`src/rtl/control_unit.sv`:
```
// Control FSM for the 8-bit accumulator datapath.
// Each instruction runs START -> FETCH -> DECODE -> execute.
// INPUT waits on the Enter key. HALT stays put until reset.
// The DP control word is decoded from the current state.
// JZ/JPOS (PCload) and INPUT (Aload) are Mealy: they also depend on a live input.
module control_unit #(
  parameter bit ENTER_RELEASE = 1'b1
) (
  input  logic       Clock,
  input  logic       Reset,
  input  logic [2:0] IR,
  input  logic       Aeq0,
  input  logic       Apos,
  input  logic       Enter,
  output logic       IRload,
  output logic       JMPmux,
  output logic       PCload,
  output logic       Meminst,
  output logic       MemWr,
  output logic [1:0] Asel,
  output logic       Aload,
  output logic       Sub,
  output logic       Halt,
  output logic [3:0] State
);

  typedef enum logic [3:0] {
    S_START  = 4'd0,
    S_FETCH  = 4'd1,
    S_DECODE = 4'd2,
    S_LOAD   = 4'd3,
    S_STORE  = 4'd4,
    S_ADD    = 4'd5,
    S_SUB    = 4'd6,
    S_INPUT  = 4'd7,
    S_INREL  = 4'd8,
    S_JZ     = 4'd9,
    S_JPOS   = 4'd10,
    S_HALT   = 4'd11
  } state_e;

  // The register is plain logic so that codes 12-15 can be held and then recovered.
  logic [3:0] state, state_nxt;

  assign State = state;

  // State register; reset aborts any instruction in progress.
  always_ff @(posedge Clock or negedge Reset) begin
    if (!Reset) state <= S_START;
    else        state <= state_nxt;
  end

  // Next state and control word. Unused codes fall back to START.
  always_comb begin
    state_nxt = S_START;
    IRload    = 1'b0;
    JMPmux    = 1'b0;
    PCload    = 1'b0;
    Meminst   = 1'b0;
    MemWr     = 1'b0;
    Asel      = 2'b00;
    Aload     = 1'b0;
    Sub       = 1'b0;
    Halt      = 1'b0;
    case (state)
      S_START:  state_nxt = S_FETCH;
      S_FETCH: begin
        IRload    = 1'b1;
        PCload    = 1'b1;
        state_nxt = S_DECODE;
      end
      S_DECODE: begin
        Meminst = 1'b1;
        case (IR)
          3'b000:  state_nxt = S_LOAD;
          3'b001:  state_nxt = S_STORE;
          3'b010:  state_nxt = S_ADD;
          3'b011:  state_nxt = S_SUB;
          3'b100:  state_nxt = S_INPUT;
          3'b101:  state_nxt = S_JZ;
          3'b110:  state_nxt = S_JPOS;
          default: state_nxt = S_HALT;
        endcase
      end
      S_LOAD: begin
        Meminst = 1'b1;
        Asel    = 2'b10;
        Aload   = 1'b1;
      end
      S_STORE: begin
        Meminst = 1'b1;
        MemWr   = 1'b1;
      end
      S_ADD: begin
        Meminst = 1'b1;
        Aload   = 1'b1;
      end
      S_SUB: begin
        Meminst = 1'b1;
        Aload   = 1'b1;
        Sub     = 1'b1;
      end
      S_INPUT: begin
        // A captures the switch value on the Enter cycle only.
        Asel  = 2'b01;
        Aload = Enter;
        if (!Enter)            state_nxt = S_INPUT;
        else if (ENTER_RELEASE) state_nxt = S_INREL;
        else                   state_nxt = S_START;
      end
      S_INREL:  state_nxt = Enter ? S_INREL : S_START;
      S_JZ: begin
        JMPmux = 1'b1;
        PCload = Aeq0;
      end
      S_JPOS: begin
        JMPmux = 1'b1;
        PCload = Apos;
      end
      S_HALT: begin
        Halt      = 1'b1;
        state_nxt = S_HALT;
      end
      default:  state_nxt = S_START;
    endcase
  end

endmodule
```
`config.mk`:
```
export PLATFORM = sky130hd
export DESIGN_NAME = control_unit
export DESIGN_NICKNAME = d
export VERILOG_FILES = /design/src/rtl/control_unit.sv
export SDC_FILE = /design/constraint.sdc
export NUM_CORES = 1
export LEC_CHECK = 0
export ABC_CLOCK_PERIOD_IN_PS = 2100
export BUFFER_PORTS_ARGS = -buffer_cell sky130_fd_sc_hd__buf_2
export CAP_MARGIN = 20
export CELL_PAD_IN_SITES_DETAIL_PLACEMENT = 0
export CELL_PAD_IN_SITES_GLOBAL_PLACEMENT = 1
export CORE_MARGIN = 5
export CORE_UTILIZATION = 30
export CTS_CLUSTER_DIAMETER = 100
export DETAILED_ROUTE_END_ITERATION = 8
export MAX_ROUTING_LAYER = met4
export PLACE_DENSITY_LB_ADDON = 0.1
export SETUP_SLACK_MARGIN = 0.2
export SKIP_CTS_REPAIR_TIMING = 1
export SLEW_MARGIN = 20
export SYNTH_ARGS = -nofsm -noshare
export SYNTH_HDL_FRONTEND = slang
export SYNTH_SLANG_ARGS = --single-unit
```
`constraint.sdc`:
```
create_clock -name Clock -period 2.1 [get_ports Clock]
set_input_delay 0.21 -clock Clock [delete_from_list [all_inputs] [get_ports Clock]]
set_output_delay 0.21 -clock Clock [all_outputs]
set_load 0.01 [all_outputs]
```
# Word-level counts from Yosys, hierarchy flattened
# Index checks and enable logic that the tools add are counted.
# op_classes
reduce_logical	5
n_eq_ne	17
muxes	13
# ops
op	count
4-bit case mux with 7 select lines	1
4-bit case mux with 6 select lines	1
4-bit by 3-bit equality test with 1-bit output (second input constant)	4
4-bit equality test (second input constant)	4
3-bit equality test (second input constant)	3
4-bit by 2-bit equality test with 1-bit output (second input constant)	2
4-bit two-way mux	2
3-bit by 2-bit equality test with 1-bit output (second input constant)	2
1-bit two-way mux	6
5-bit OR reduction	1
4-bit by 1-bit equality test with 1-bit output (second input constant)	1
4-bit logical NOT	1
2-bit case mux with 2 select lines	1
3-bit by 1-bit equality test with 1-bit output (second input constant)	1
3-bit logical NOT	1
1-bit case mux with 3 select lines	1
3-bit OR reduction	1
1-bit case mux with 2 select lines	1
2-bit OR reduction	1
# word_totals
register_bits	4
elab_cells	36
out_inout_bits	14
in_bits	8

# Logic depth before layout (Yosys ltp)
# depth
ltp_word	3
mapped_depth	4
ltp_nobuf	3

# Worst setup path after synthesis
# No wires, ideal clock.
# synth_path
path_type	register -> output
from	reg state[1], in the netlist State[1]
to	out PCload
slack_ns	0.773
path_buffers	1
t_required_ns	1.890
arrival_time_ns	1.117
stages_incl_launch_ff	5
cell_sequence	dfrtp_1 buf_2 nand2b_1 o22a_1 nor2_1
# synth_via
elab_chain_len	2
# synth_lines
item	line	source
start, declared	43	logic [3:0] state, state_nxt;
start signal, assigned	50	else state <= state_nxt;
4-bit equality test or 4-bit by 1-bit equality test with 1-bit output (tied branches)	65	case (state)
1-bit case mux with 3 select lines *	65	
end, declared	17	output logic PCload,
# Mark *: on every way between the ends. The rest lies on a longest branch, timed or not.

# Worst setup path in the final report
# Same ends and word-level chain as after synthesis.

==> flow_summary.ini <==
[run_status]
outcome = completed

[drt]
dr.pass1.iters = 1
drt_iter0_markers = 0
totalWireLength_um = 1040
wl_per_cell_um = 11.9
vias = 440
via_per_inst = 5.06
drc_errors = 0
ant_nets = 0

[cells_and_area]
layout.cells.non_filler = 87
num_antenna_cells = 0
nets = 82
layout-drive-gt1-share_pct = 38.9
synthToLayoutAreaGrowth_pct = 32.4
largest_register_ffs = 4
fillerInstances = 132

[timing]
fin_ws_ns = 0.450
rsz0062_at_grt = false
hold_viol = 0
fmax_mhz = 606
setup_viol = 0
relSlewSlack_pct = 69.5
final_max_slew_viol_count = 0
worstMarginPinSlew_ns = 0.457
fin_crit_ns = 1.65
hold-worst-slack_ns = 0.311
tns_ns = 0
clock-skew-final_ns = 0.00113
fin_crit_sh_pct = 78.6

[floorplanning]
ios = 22
die_area_mm2 = 0.00219
rows = 13
die_h_um = 46.8
start_util_pct = 31.5
core_mm2 = 0.00128
chipWidth_um = 46.8

[global_route]
gr-total-overflow = 0
grt_pass1_vias = 373
antenna_found_initial = 0
grt_pass1_wl_um = 1570
grt_max_degree = 16
grt.total_usage_pct = 10.9

[clocking]
cts_max_level = 1
cts_tree = yes
clkSinkCount = 4
clock_latency_ns = 0.23
numCtsBuffers = 3
clkTransAtPathRegs_ns = 0.04
clockBufferDepth = 2
cts_root_buffer = clkbuf_4

[setup_path]
worst_setup_path_end_kind = output port
crit_buf_inv = 1
path_cells = nand2b_1 > o22a_1 > nor2_1 > buf_2
path_max_fanout = 14
arrival_ns = 1.44
worstSetupPathType = reg -> out
critPathTopFamily = flip-flops
max_stage_delay_ns = 0.61
cp_slowest_cell = dfrtp_1
cp-start-kind = flop
worstPathRequired_ns = 1.89

[synthesis]
yosysUniqueCellTypes = 28
netlist_area_um2 = 405
synth_top_cell_by_area = dfrtp_1
syn-mean-instance-area_um2 = 7.95
synth_seq_area_share_pct = 24.7
syn_nets = 59
synth.area.top_cells = dfrtp_1, nand2b_1, nor3_1
synth_top_area_share_pct = 24.7
syn_inst = 51
synth-seq-cells = 4
yosysWarningCount = 0

[placement]
place_ws_ns = 0.653
dp_cells = 83
gp_congestion = 0.700
hpwl_um = 772
port_buffers = 21

[power_and_ir_drop]
irDropWorstVdd_v = 0.000454
powerDensity_mw_per_mm2 = 1310
power_mw = 0.706
leakage_nw = 0.265

[run]
cap_violations = 0

[min_path]
min_path_type = in -> async
## metal layers
metal	track usage [%]	share of wire, %	up-vias
met1	14.2	47	190
met4	11.6	3.5	0
met3	0.383	6.6	4
met2	14.1	43	15
met5	-	0	-
li1	-	-	231
## cell families after synthesis
family | after synthesis | synth area share (%)
compound gates | 10 | 16.7
xor+xnor | 1 | 2.16
buf+inv | 5 | 7.10
flops | 4 | 24.7
simple gates | 31 | 49.4
## cells in the final DEF, fill, tap and decap left out, types with 2 or more instances in the layout
master | Yosys | layout
nand2_1 | 2 | 2
buf_2 | 2 | 21
nor2_1 | 5 | 5
nand2b_1 | 6 | 6
clkbuf_4 | 0 | 3
dfrtp_1 | 4 | 4
nand4b_1 | 2 | 2
nor3_1 | 5 | 5
a21oi_1 | 3 | 3
or3_1 | 2 | 2
nand3b_1 | 2 | 2
## synthesized netlist by cell type
library cell / instances
o21ai_0: 1
and4b_1: 1
xor2_1: 1
clkbuf_1: 1
or4b_4: 1
o211ai_1: 1
o211ai_2: 1
nand2_1: 2
o22a_1: 1
nor2_1: 5
or3b_2: 1
buf_2: 2
buf_6: 1
o21ai_1: 1
dfrtp_1: 4
or3_1: 2
nand4b_1: 2
inv_1: 1
nor4b_1: 1
nor2b_1: 1
o21bai_1: 1
nand2b_1: 6
nand3b_1: 2
a31oi_1: 1
nor3_1: 5
nor3b_1: 1
a21oi_1: 3
nand2_4: 1
## worst register-to-register path: cells and delay by family, from the launching register on
kind / cells / cell delay (ns)
flops: 1 / 0.61
simple gates: 3 / 0.77
## where the power goes
part           internal, mW  switching, mW  leakage [nW]
clock                0.0637         0.0288        0.0138
sequential            0.109          0.114        0.0517
combinational         0.193          0.198         0.199
total                 0.365          0.340         0.265
## path summary, 6_finish.rpt
kind	from	slack (ns)	cells after the start	end
worst max-delay path	State[1]$_DFF_PN0_	0.45	4	PCload
worst min-delay path	Reset	0.31	2	State[1]$_DFF_PN0_
worst max register to register	State[1]$_DFF_PN0_	0.64	3	State[0]$_DFF_PN0_
worst min register to register	State[0]$_DFF_PN0_	0.82	2	State[1]$_DFF_PN0_
max in group asynchronous	Reset	1.68	2	State[2]$_DFF_PN0_
min in group Clock	IR[2]	0.32	3	State[2]$_DFF_PN0_
## cell type report
class,instances,area [um^2],share of cell area [%]
well taps,15,18.8,3.50
repair buffers,22,115,21.4
clock buffers,3,22.5,4.20
inverters,1,3.75,0.699
multi-input cells,42,277,51.5
flip-flops and latches,4,100,18.6
## metrics by stage
step	util (%)	area, um^2
after global placement	39.2	504
after global routing	41.8	537
after detailed placement	39.2	504
after floorplan	-	405
final	41.8	537
after CTS	41.0	527
Power figures use the tool's default switching activity.
